$ cat config.mk
export PLATFORM = sky130hd
export DESIGN_NAME = vga_dac_port_fml
export DESIGN_NICKNAME = d
export VERILOG_FILES = /design/src/rtl/vga_dac_port_fml.sv
export SDC_FILE = /design/constraint.sdc
export NUM_CORES = 1
export LEC_CHECK = 0
export ABC_AREA = 1
export ABC_CLOCK_PERIOD_IN_PS = 3100
export CAP_MARGIN = 5
export CORE_MARGIN = 8
export CORE_UTILIZATION = 54
export DETAILED_ROUTE_END_ITERATION = 8
export PLACE_DENSITY_LB_ADDON = 0.05
export SLEW_MARGIN = 20
export SYNTH_ARGS = -nofsm -noshare
export SYNTH_HDL_FRONTEND = slang
export SYNTH_SLANG_ARGS = --single-unit
$ cat constraint.sdc
create_clock -name clk -period 3.1 [get_ports clk]
set_input_delay 0.62 -clock clk [delete_from_list [all_inputs] [get_ports clk]]
set_output_delay 0.62 -clock clk [all_outputs]
set_load 0.005 [all_outputs]
$ cat src/rtl/vga_dac_port_fml.sv
// -----------------------------------------------------------------------------
// vga_dac_port_fml
//
// CPU-side port controller for the VGA DAC palette register file. Decodes the
// four DAC I/O ports (3C6 pixel mask, 3C7 read index / DAC state, 3C8 write
// index, 3C9 data), sequences the R/G/B component counters with palette index
// auto-increment, and drives the DAC register file's CPU read/write ports.
//
// Optional feature macro: VGA_DAC_PEL_MASK_EN
//   defined   : pel_mask is a CPU-writable register (reset 8'hFF)
//   undefined : pel_mask is tied to 8'hFF; 3C6 writes are acked and dropped
//
// Ports:
//   clk, rst_n            clock, asynchronous active-low reset
//   io_stb, io_we         CPU access request / direction (1 = write)
//   io_addr[1:0]          0 = 3C6, 1 = 3C7, 2 = 3C8, 3 = 3C9
//   io_wdat[7:0]          CPU write data
//   io_rdat[7:0]          CPU read data, registered, valid while io_ack = 1
//   io_ack                one-cycle completion pulse
//   pel_mask[7:0]         pixel mask to the VGA pixel path
//   write                 DAC write strobe (one cycle per 3C9 write)
//   write_data_cycle[1:0] component for the write (0 = R, 1 = G, 2 = B)
//   write_data_register   palette index for the write
//   write_data[3:0]       component value (io_wdat[5:2])
//   read_data_cycle[1:0]  live read component counter
//   read_data_register    live read palette index
//   read_data[3:0]        DAC read data, one cycle after cycle/register change
//
// Handshake: an access is a request held on io_stb; it is accepted only when
// the FSM is in IDLE, and completes with a single-cycle io_ack. io_stb seen in
// any other state is ignored, so a CPU that keeps io_stb high through io_ack
// cannot start a second access until the cycle after the ack.
// -----------------------------------------------------------------------------
module vga_dac_port_fml (
    input  logic       clk,
    input  logic       rst_n,
    input  logic       io_stb,
    input  logic       io_we,
    input  logic [1:0] io_addr,
    input  logic [7:0] io_wdat,
    output logic [7:0] io_rdat,
    output logic       io_ack,
    output logic [7:0] pel_mask,
    output logic       write,
    output logic [1:0] write_data_cycle,
    output logic [7:0] write_data_register,
    output logic [3:0] write_data,
    output logic [1:0] read_data_cycle,
    output logic [7:0] read_data_register,
    input  logic [3:0] read_data
);

    localparam logic [1:0] PORT_MASK  = 2'd0;
    localparam logic [1:0] PORT_RDIDX = 2'd1;
    localparam logic [1:0] PORT_WRIDX = 2'd2;
    localparam logic [1:0] PORT_DATA  = 2'd3;

    typedef enum logic [1:0] {
        IDLE  = 2'd0,
        RD_W0 = 2'd1,
        RD_W1 = 2'd2,
        ACK   = 2'd3
    } state_t;

    state_t     state;
    state_t     next_state;
    logic       accept;

    logic [7:0] wr_reg;
    logic [1:0] wr_cyc;
    logic [7:0] rd_reg;
    logic [1:0] rd_cyc;
    logic       rd_mode;

    // Component counters run 0 -> 1 -> 2 -> 0; value 3 is never produced.
    function automatic logic [1:0] next_cyc(input logic [1:0] cyc);
        return (cyc == 2'd2) ? 2'd0 : cyc + 2'd1;
    endfunction

    // ---------------- FSM: state register ----------------
    always_ff @(posedge clk or negedge rst_n) begin
        if (!rst_n) begin
            state <= IDLE;
        end else begin
            state <= next_state;
        end
    end

    // ---------------- FSM: next-state logic ----------------
    always_comb begin
        next_state = state;
        case (state)
            IDLE: begin
                if (io_stb) begin
                    // Only a 3C9 read needs the DAC, so only it takes the
                    // two wait states covering the DAC's registered read.
                    if (!io_we && io_addr == PORT_DATA) begin
                        next_state = RD_W0;
                    end else begin
                        next_state = ACK;
                    end
                end
            end
            RD_W0:   next_state = RD_W1;
            RD_W1:   next_state = ACK;
            ACK:     next_state = IDLE;
            default: next_state = IDLE;
        endcase
    end

    // ---------------- FSM: outputs ----------------
    always_comb begin
        accept = (state == IDLE) && io_stb;
        io_ack = (state == ACK);
    end

    assign read_data_cycle    = rd_cyc;
    assign read_data_register = rd_reg;

    // ---------------- Datapath ----------------
    always_ff @(posedge clk or negedge rst_n) begin
        if (!rst_n) begin
            io_rdat             <= 8'h00;
            write               <= 1'b0;
            write_data_cycle    <= 2'd0;
            write_data_register <= 8'h00;
            write_data          <= 4'h0;
            wr_reg              <= 8'h00;
            wr_cyc              <= 2'd0;
            rd_reg              <= 8'h00;
            rd_cyc              <= 2'd0;
            rd_mode             <= 1'b0;
        end else begin
            write <= 1'b0;

            if (accept) begin
                if (io_we) begin
                    case (io_addr)
                        PORT_RDIDX: begin
                            rd_reg  <= io_wdat;
                            rd_cyc  <= 2'd0;
                            rd_mode <= 1'b1;
                        end
                        PORT_WRIDX: begin
                            wr_reg  <= io_wdat;
                            wr_cyc  <= 2'd0;
                            rd_mode <= 1'b0;
                        end
                        PORT_DATA: begin
                            // DAC sees the pre-increment index/component.
                            write               <= 1'b1;
                            write_data_cycle    <= wr_cyc;
                            write_data_register <= wr_reg;
                            write_data          <= io_wdat[5:2];
                            wr_cyc              <= next_cyc(wr_cyc);
                            if (wr_cyc == 2'd2) begin
                                wr_reg <= wr_reg + 8'd1;
                            end
                        end
                        default: ; // 3C6 handled in the pel_mask block
                    endcase
                end else begin
                    case (io_addr)
                        PORT_MASK:  io_rdat <= pel_mask;
                        PORT_RDIDX: io_rdat <= {6'b0, rd_mode, rd_mode};
                        PORT_WRIDX: io_rdat <= wr_reg;
                        default:    ; // 3C9 read completes in RD_W1
                    endcase
                end
            end

            // 6-bit DAC byte layout: 4-bit component sits in bits [5:2].
            if (state == RD_W1) begin
                io_rdat <= {2'b00, read_data, 2'b00};
                rd_cyc  <= next_cyc(rd_cyc);
                if (rd_cyc == 2'd2) begin
                    rd_reg <= rd_reg + 8'd1;
                end
            end
        end
    end

    // ---------------- Pixel mask ----------------
`ifdef VGA_DAC_PEL_MASK_EN
    always_ff @(posedge clk or negedge rst_n) begin
        if (!rst_n) begin
            pel_mask <= 8'hFF;
        end else if (accept && io_we && io_addr == PORT_MASK) begin
            pel_mask <= io_wdat;
        end
    end
`else
    assign pel_mask = 8'hFF;
`endif

endmodule

## Word level (Yosys, flattened, before mapping)

Cells that the tools add are included.

| storage, ports and cells | value |
|---|---|
| register bits | 46 |
| input bits | 18 |
| output and inout port bits | 42 |
| logic and storage cells | 68 |

| cells by class | value |
|---|---|
| $add $sub $neg | 4 |
| eq/ne operators | 11 |
| multiplexer cells | 25 |
| reductions and logical operators | 17 |

Operator list:

| operator | count |
|---|---|
| $mux W8 | 9 |
| $pmux W8 S3 | 1 |
| $add A8 B1 Y8 const B | 2 |
| $mux W2 | 8 |
| $pmux W8 S2 | 1 |
| $reduce_and A3 Y1 | 5 |
| $eq A2 B2 Y1 const B | 6 |
| $reduce_bool A2 Y1 | 5 |
| $pmux W2 S4 | 1 |
| $add A2 B1 Y2 const B | 2 |
| $eq A2 B1 Y1 const B | 2 |
| $logic_not A2 Y1 | 2 |
| $ne A2 B1 Y1 const B | 2 |
| $pmux W2 S2 | 1 |
| $reduce_and A4 Y1 | 1 |
| $reduce_bool A4 Y1 | 1 |
| $mux W1 | 3 |
| $logic_and A1 B1 Y1 | 2 |
| $ne A2 B2 Y1 const B | 1 |
| $pmux W1 S2 | 1 |
| $logic_not A1 Y1 | 1 |

## Depth between registers and ports, before layout

Gate-level depths: netlist (run 1).

| depth | value |
|---|---|
| depth after elaboration | 6 |
| gate-level depth with buffers | 9 |
| depth with buffers taken out | 9 |

## Least setup slack after synthesis (run 1)

OpenSTA, ideal clock, no wires.

| path | value |
|---|---|
| kind | input to register |
| start | input port io_addr[0] |
| end | register io_rdat[4] |
| library setup time | 124 ps |
| data arrival time | 1476 ps |
| required time | 2976 ps |
| setup slack | 1499 ps |
| cell stages on the path | 9 |
| path buffers | 1 |
| cells stage by stage | inv_1 > ha_1 > inv_1 > nand2_1 > nand2_2 > nand2_4 > clkbuf_8 > nor2_1 > a21oi_1 |

| on the way | value |
|---|---|
| longest elaborated chain between the ends | 5 |
| elaborated cells between the ends (all ways) | 9 |
| classes of those cells | 2 x eq/ne; 4 x mux; 3 x reduce/logical |

RTL lines:

| item | line | text |
|---|---|---|
| start: declaration | 39 | `input logic [1:0] io_addr,` |
| $eq A2 B2 Y1, or another cell as far along | 163 | `case (io_addr)` |
| $pmux W8 S3 | 163 |  |
| $mux W8 | 137 | `if (io_we) begin` |
| $mux W8 | 136 | `if (accept) begin` |
| $mux W8 | 173 | `if (state == RD_W1) begin` |
| end signal: assignment | 164 | `PORT_MASK: io_rdat <= pel_mask;` |
| end signal: assignment | 165 | `PORT_RDIDX: io_rdat <= {6'b0, rd_mode, rd_mode};` |
| end signal: assignment | 174 | `io_rdat <= {2'b00, read_data, 2'b00};` |
| end: declaration | 41 | `output logic [7:0] io_rdat,` |

Several ways; a longest one is shown, not always the timed one. The select of a mux whose other input is x is not followed.
A chain may end at the register's enable or synchronous reset.

## Worst setup path after layout (run 1)

| path | value |
|---|---|
| start | input port io_addr[1] |
| end | register rd_reg[0] (netlist: read_data_register[0]) |

| on the way | value |
|---|---|
| longest elaborated chain between the ends | 6 |

RTL lines:

| item | line | text |
|---|---|---|
| $eq A2 B1 Y1 * | 138 | `case (io_addr)` |
| $mux W8 * | 138 |  |
| $mux W8 * | 137 |  |
| $mux W8 * | 136 |  |
| $mux W8 | 176 | `if (rd_cyc == 2'd2) begin` |
| $mux W8 * | 173 |  |
| end signal: assignment | 140 | `rd_reg <= io_wdat;` |
| end signal: assignment | 177 | `rd_reg <= rd_reg + 8'd1;` |
| end: declaration | 71 | `logic [7:0] rd_reg;` |

Mark *: on every way between the ends. The rest lies on a longest branch, timed or not.

==> metrics.txt, run 1 <==
status finished, final reports clean; max_cap viols 0; peak supply drop 0.429 mV; CP max stage delay 0.48 ns; CP arrival 2.28 ns; min cycle time layout 2.07 ns; internal reg-to-reg setup slack 1.29 ns; Syn Inst Count 337; max-slew violations 0; via-per-instance ratio 5.04; Core Area 0.00472 mm²; leakage power 1.57 nW; clk_lat worst skew 0.30 ns; Final Non-Filler Cells 452; Total Wirelength 6010 µm; Post-CTS Setup Bufs 0; post-route setup slack 1.03 ns; DR WL/cell 13.3 µm; Placed Cells 444; worst hold path class in -> async; gpl congestion 0.826; Synth warnings 0; Slew @ Worst Pin 0.600 ns; synth top area cells dfrtp_1 (43%), nand2_1 (14%), ha_1 (5.7%), nor2_1 (5.2%), nand3_1 (4.9%); total CTS buffers 5; clk slew on worst S/H paths 0.09 ns; Max Buffers Root-to-Sink 2; Slew headroom 60.0%; hold_buf cts 0; CP most frequent cell inv_1; most frequent cell after synthesis nand2_1; reg2reg end read_data_cycle[1]; R2R depth 5; via count 2277; Worst setup SP type primary input; delay-heaviest family, CP buffers and inverters; drt initial violations 124; layout cell share with drive strength beyond 1 8.31%; global-route wire length before repair 9880 µm; WP buf/inv 5; Die Wd 86.0 µm; WP data required 3.31 ns; Finished Core Util 69.2%; # port buffers 51; post-synth top area share 43.5%; part of the cycle the worst path needs 66.8%; Antenna Cells 0; slowest library cell on the worst path clkdlybuf4s50_1; PwrDens 901 mW/mm²; Yosys top cell by area dfrtp_1; Avg Synthesized Cell Area 7.86 µm²; RSZ-0062 raised after global routing false; CP endpoint kind flop; Post-synth top cells nand2_1 (102), dfrtp_1 (46), nor2_1 (37); # resized after CTS 0; Die Area 0.00740 mm²; TritonCTS clock tree yes; num ports 60; Levels on crit path 10; DRT Pass-1 Iters 5; Netlist cell types 29; Layout Skew 0.00882 ns; ys async rst share 100%; mapped cell area 0.00265 mm²; initial antenna violation count 0; total grt overflow 0; crit path cell chain clkdlybuf4s50_1 > inv_1 > ha_1 > inv_1 > nor2_2 > inv_1 > nand2_1 > nand3_1 > nand2_1 > inv_1; Rows 25; predominant post-synthesis flop cell dfrtp_1; number of fillers in the final layout 379; root buf cell clkbuf_8; initial cell density of the core 56.1%; Crit Path Class in -> reg; Tot GR Track Use 16.6%; DRC Markers 0; post-DP HPWL 4540 µm; largest net degree at the start of global routing 47; Post-synth EDFFs 0; vias in the first global route 2186; Sink Count 46; Layout Nets 414; critical path peak fanout 11; Reg-to-Reg Start state[0]; synthesized flop and latch total 46; Seq/Total Area, Yosys 43.5%; P&R area growth vs syn 23.5%; Antenna Nets Post-Route 0; setup violators final 0; dpl ws 0.691 ns; H-tree levels 2; Die Y 86.0 µm; Hold Vio Cnt, Final 0; setup TNS 0 ns; Max Clock Freq 483 MHz
metal layers:
metal  global-route usage (%)  share of wire [%]  vias up
met5                        0                  0        -
met4                     6.53                1.8        0
met3                     3.25                5.9       12
met2                     30.2                 51       56
met1                     18.3                 41     1068
li1                         -                  -     1141
worst max path at each step:
stage | slack [ns] | end | start
finish | 1.03 | read_data_register[0] | io_addr[1]
floorplan | 1.50 | io_rdat[4] | io_addr[0]
CTS | 1.03 | read_data_register[0] | io_addr[1]
global placement | 0.76 | read_data_register[0] | io_addr[1]
global route | 0.87 | read_data_register[0] | io_addr[1]
detailed placement | 0.69 | read_data_register[0] | io_addr[1]
worst reg2reg max path: stages (launching register included):
cell	delay, ns
dfrtp_1	0.39
inv_1	0.12
ha_1	0.40
inv_1	0.30
or2_2	0.36
o21ai_0	0.17
stage by stage:
stage	cell area, µm²	total power (W)	hold slack [ns]
final	3270	0.00295	0.303
after global routing	3270	0.00317	0.365
after CTS	3270	0.00298	0.485
after detailed placement	3120	0.00242	0.464
after global placement	3120	0.00238	0.459
after floorplan	2670	0.00184	0.324
layout make-up:
cell class	count	area (µm²)	area share (%)
timing repair buffer	52	515	15.8
clock inverter	2	60.1	1.84
multi-input combinational	248	1260	38.5
tap	67	83.8	2.56
sequential	46	1150	35.2
inverter	31	116	3.56
clock buffer	6	82.6	2.53
cells by family after synthesis:
| group | after synthesis | synth area share [%] |
|---|---|---|
| AO/OA/AOI/OAI | 44 | 10.0 |
| XOR/XNOR | 3 | 0.993 |
| adder cells (fa/ha/maj) | 12 | 5.67 |
| buffers and inverters | 50 | 9.92 |
| flip-flops | 46 | 43.5 |
| multiplexers | 4 | 1.51 |
| other | 1 | 0.142 |
| AND/OR/NAND/NOR | 177 | 28.3 |
report_power, final:
| part | internal (W) | total [W] | switching [W] |
|---|---|---|---|
| sequential | 0.000874 | 0.00113 | 0.000252 |
| clock | 0.000344 | 0.000555 | 0.000211 |
| combinational | 0.000661 | 0.00127 | 0.000604 |
placed cells by master, fill, tap and decap left out:
cell type        instances
buf_4                    2
a21oi_1                  7
nor2_4                   1
nand3_2                  3
nand3_1                 26
o21ai_2                  8
or2_2                    3
o221ai_1                 1
nor2_1                  37
mux2i_1                  4
clkbuf_8                 6
inv_2                    2
xor2_1                   3
conb_1                   8
nand2_4                  1
a31o_2                   1
dfrtp_1                 46
bufinv_16                2
nand2_2                  1
inv_1                   29
nor2_2                   2
o21ai_1                  4
o211ai_1                 3
clkdlybuf4s50_1         50
o21ai_0                 20
ha_1                    12
nand4_1                  1
nand2_1                102
Note: power is estimated with default switching activity, not from simulation.
==> run 2, diff against run 1 <==
--- a/config.mk
+++ b/config.mk
@@ -6,10 +6,10 @@
 export NUM_CORES = 1
 export LEC_CHECK = 0
 export ABC_AREA = 1
-export ABC_CLOCK_PERIOD_IN_PS = 3100
+export ABC_CLOCK_PERIOD_IN_PS = 1650
 export CAP_MARGIN = 5
 export CORE_MARGIN = 8
-export CORE_UTILIZATION = 54
+export CORE_UTILIZATION = 46
 export DETAILED_ROUTE_END_ITERATION = 8
 export PLACE_DENSITY_LB_ADDON = 0.05
 export SLEW_MARGIN = 20
==> constraint.sdc (replaced) <==
create_clock -name clk -period 1.65 [get_ports clk]
set_input_delay 0.33 -clock clk [delete_from_list [all_inputs] [get_ports clk]]
set_output_delay 0.33 -clock clk [all_outputs]
set_load 0.005 [all_outputs]
==> metrics.txt, run 2 (same netlist as run 1, synthesis figures left out) <==
status finished, final reports clean (unchanged); CP endpoint kind output pin (was flop); Final Non-Filler Cells 479 (was 452); leakage power 1.67 nW (was 1.57 nW); max_cap viols 0 (unchanged); Combinational Power Share 47.6% (was 43.0%); clk_lat worst skew 0.30 ns (about the same); H-tree levels 2 (unchanged); DR WL/cell 13.1 µm (was 13.3 µm); initial cell density of the core 47.8% (was 56.1%); P&R area growth vs syn 30.4% (was 23.5%); Crit Path Class reg -> out (was in -> reg); RSZ-0062 raised after global routing false (unchanged); Die Wd 91.9 µm (was 86.0 µm); Sink Count 46 (unchanged); vias in the first global route 2318 (was 2186); commonest cells after routing, fill and taps aside nand2_1 (102), clkdlybuf4s50_1 (49), dfrtp_1 (43) (was nand2_1 (102), clkdlybuf4s50_1 (50), dfrtp_1 (46)); WP data required 1.32 ns (was 3.31 ns); TritonCTS clock tree yes (unchanged); R2R depth 7 (was 5); Worst setup SP type flop (was primary input); slowest library cell on the worst path clkdlybuf4s50_1 (unchanged); CP arrival 1.25 ns (was 2.28 ns); via-per-instance ratio 4.90 (was 5.04); Die Area 0.00844 mm² (was 0.00740 mm²); setup violators final 0 (unchanged); reg2reg end read_data_register[6] (was read_data_cycle[1]); Antenna Cells 0 (unchanged); layout cell share with drive strength beyond 1 14.5% (was 8.31%); Placed Area 0.00332 mm² (was 0.00312 mm²); Max Buffers Root-to-Sink 2 (unchanged); # port buffers 51 (unchanged); num ports 60 (unchanged); Antenna Nets Post-Route 0 (unchanged); Layout Skew 0.00758 ns (was 0.00882 ns); switching power 0.00203 W (was 0.00107 W); critical path peak fanout 5 (was 11); global-route wire length before repair 10600 µm (was 9880 µm); largest net degree at the start of global routing 47 (unchanged); via count 2345 (was 2277); DRT Pass-1 Iters 4 (was 5); internal reg-to-reg setup slack 0.15 ns (was 1.29 ns); total grt overflow 0 (unchanged); min cycle time layout 1.58 ns; initial antenna violation count 0 (unchanged); Layout Nets 436 (was 414); power share of the clock group 13.4% (was 18.8%); crit path cell chain clkdlybuf4s50_1 (was clkdlybuf4s50_1 > inv_1 > ha_1 > inv_1 > nor2_2 > inv_1 > nand2_1 > nand3_1 > nand2_1 > inv_1); gpl congestion 0.838 (was 0.826); worst hold path class in -> async (unchanged); Hold Vio Cnt, Final 0 (unchanged); CP max stage delay 0.53 ns (was 0.48 ns); sequential power share 39.0% (was 38.2%); DRC Markers 0 (unchanged); Rows 27 (was 25); hold_buf cts 0 (unchanged); Tot GR Track Use 15.2% (was 16.6%); Core Area 0.00554 mm² (was 0.00472 mm²); Switching Share 37.7% (was 36.2%); Reg-to-Reg Start state[0] (unchanged); root buf cell clkbuf_8 (unchanged); final instance area 0.00345 mm² (was 0.00327 mm²); drt initial violations 76 (was 124); clk slew on worst S/H paths 0.09 ns (about the same); P_int 0.00335 W (was 0.00188 W); Die Y 91.9 µm (was 86.0 µm); commonest non-fill, non-tap cell in the layout nand2_1 (unchanged); worst hold slack 0.00159 ns (was 0.303 ns); part of the cycle the worst path needs 96.0%; peak supply drop 0.747 mV (was 0.429 mV); Max Clock Freq 631 MHz; Placed Cells 469 (was 444); delay-heaviest family, CP buffers and inverters (unchanged); max-slew violations 0 (unchanged); PwrDens 1560 mW/mm² (was 901 mW/mm²); post-DP HPWL 4810 µm (was 4540 µm); WP buf/inv 1 (was 5); Total Wirelength 6260 µm (was 6010 µm); total CTS buffers 5 (unchanged)
run 2: per-layer routing:
metal  track usage [%]  wire [µm]  vias up  share of wire, %
li1                  -          -     1189                 -
met3              3.99        347        4               5.5
met1              17.8       2800     1102                45
met5                 0          0        -                 0
met4              5.37         74        0               1.2
met2              26.2       3030       50                49
run 2: timing repair:
action / in CTS / in global routing
setup endpoints to repair: 2 / 23
setup buffers: 1 / 1
resized for setup: 2 / 9
run 2: worst max-delay path by stage:
stage / start / to / slack, ns / cells after the start
floorplan: state[0] / write_data_register[0] / 0.28 / 8
global placement: io_addr[1] / read_data_register[7] / -0.13 / 9
detailed placement: io_addr[0] / wr_reg[3] / -0.18 / 9
CTS: read_data_register[2] / read_data_register[2] / 0.008 / 1
global route: read_data_register[0] / read_data_register[0] / 0.007 / 1
finish: read_data_register[0] / read_data_register[0] / 0.07 / 1
run 2: layout make-up:
type,count,area [µm²]
sequential,46,1150
clock buffer,7,86.3
multi-input combinational,248,1280
tap,72,90.1
fill,509,2090
clock inverter,1,5.00
timing repair buffer,74,714
inverter,31,116
run 2: power by group through the flow:
stage / clock [W] / combinational, W / sequential [W]
floorplan: 0 / 0.00142 / 0.00204
global placement: 0 / 0.00242 / 0.00213
detailed placement: 0 / 0.00250 / 0.00213
CTS: 0.000741 / 0.00252 / 0.00212
global route: 0.000788 / 0.00288 / 0.00218
finish: 0.000720 / 0.00256 / 0.00210
run 2: stage by stage:
step	power, W	utilization, %	setup TNS (ns)	worst slack [ns]
after global routing	0.00585	62.3	0	0.00720
final	0.00538	62.3	0	0.0652
after CTS	0.00538	61.7	0	0.00769
after global placement	0.00455	59.9	-4.08	-0.134
after floorplan	0.00346	-	0	0.278
after detailed placement	0.00463	59.9	-5.81	-0.179
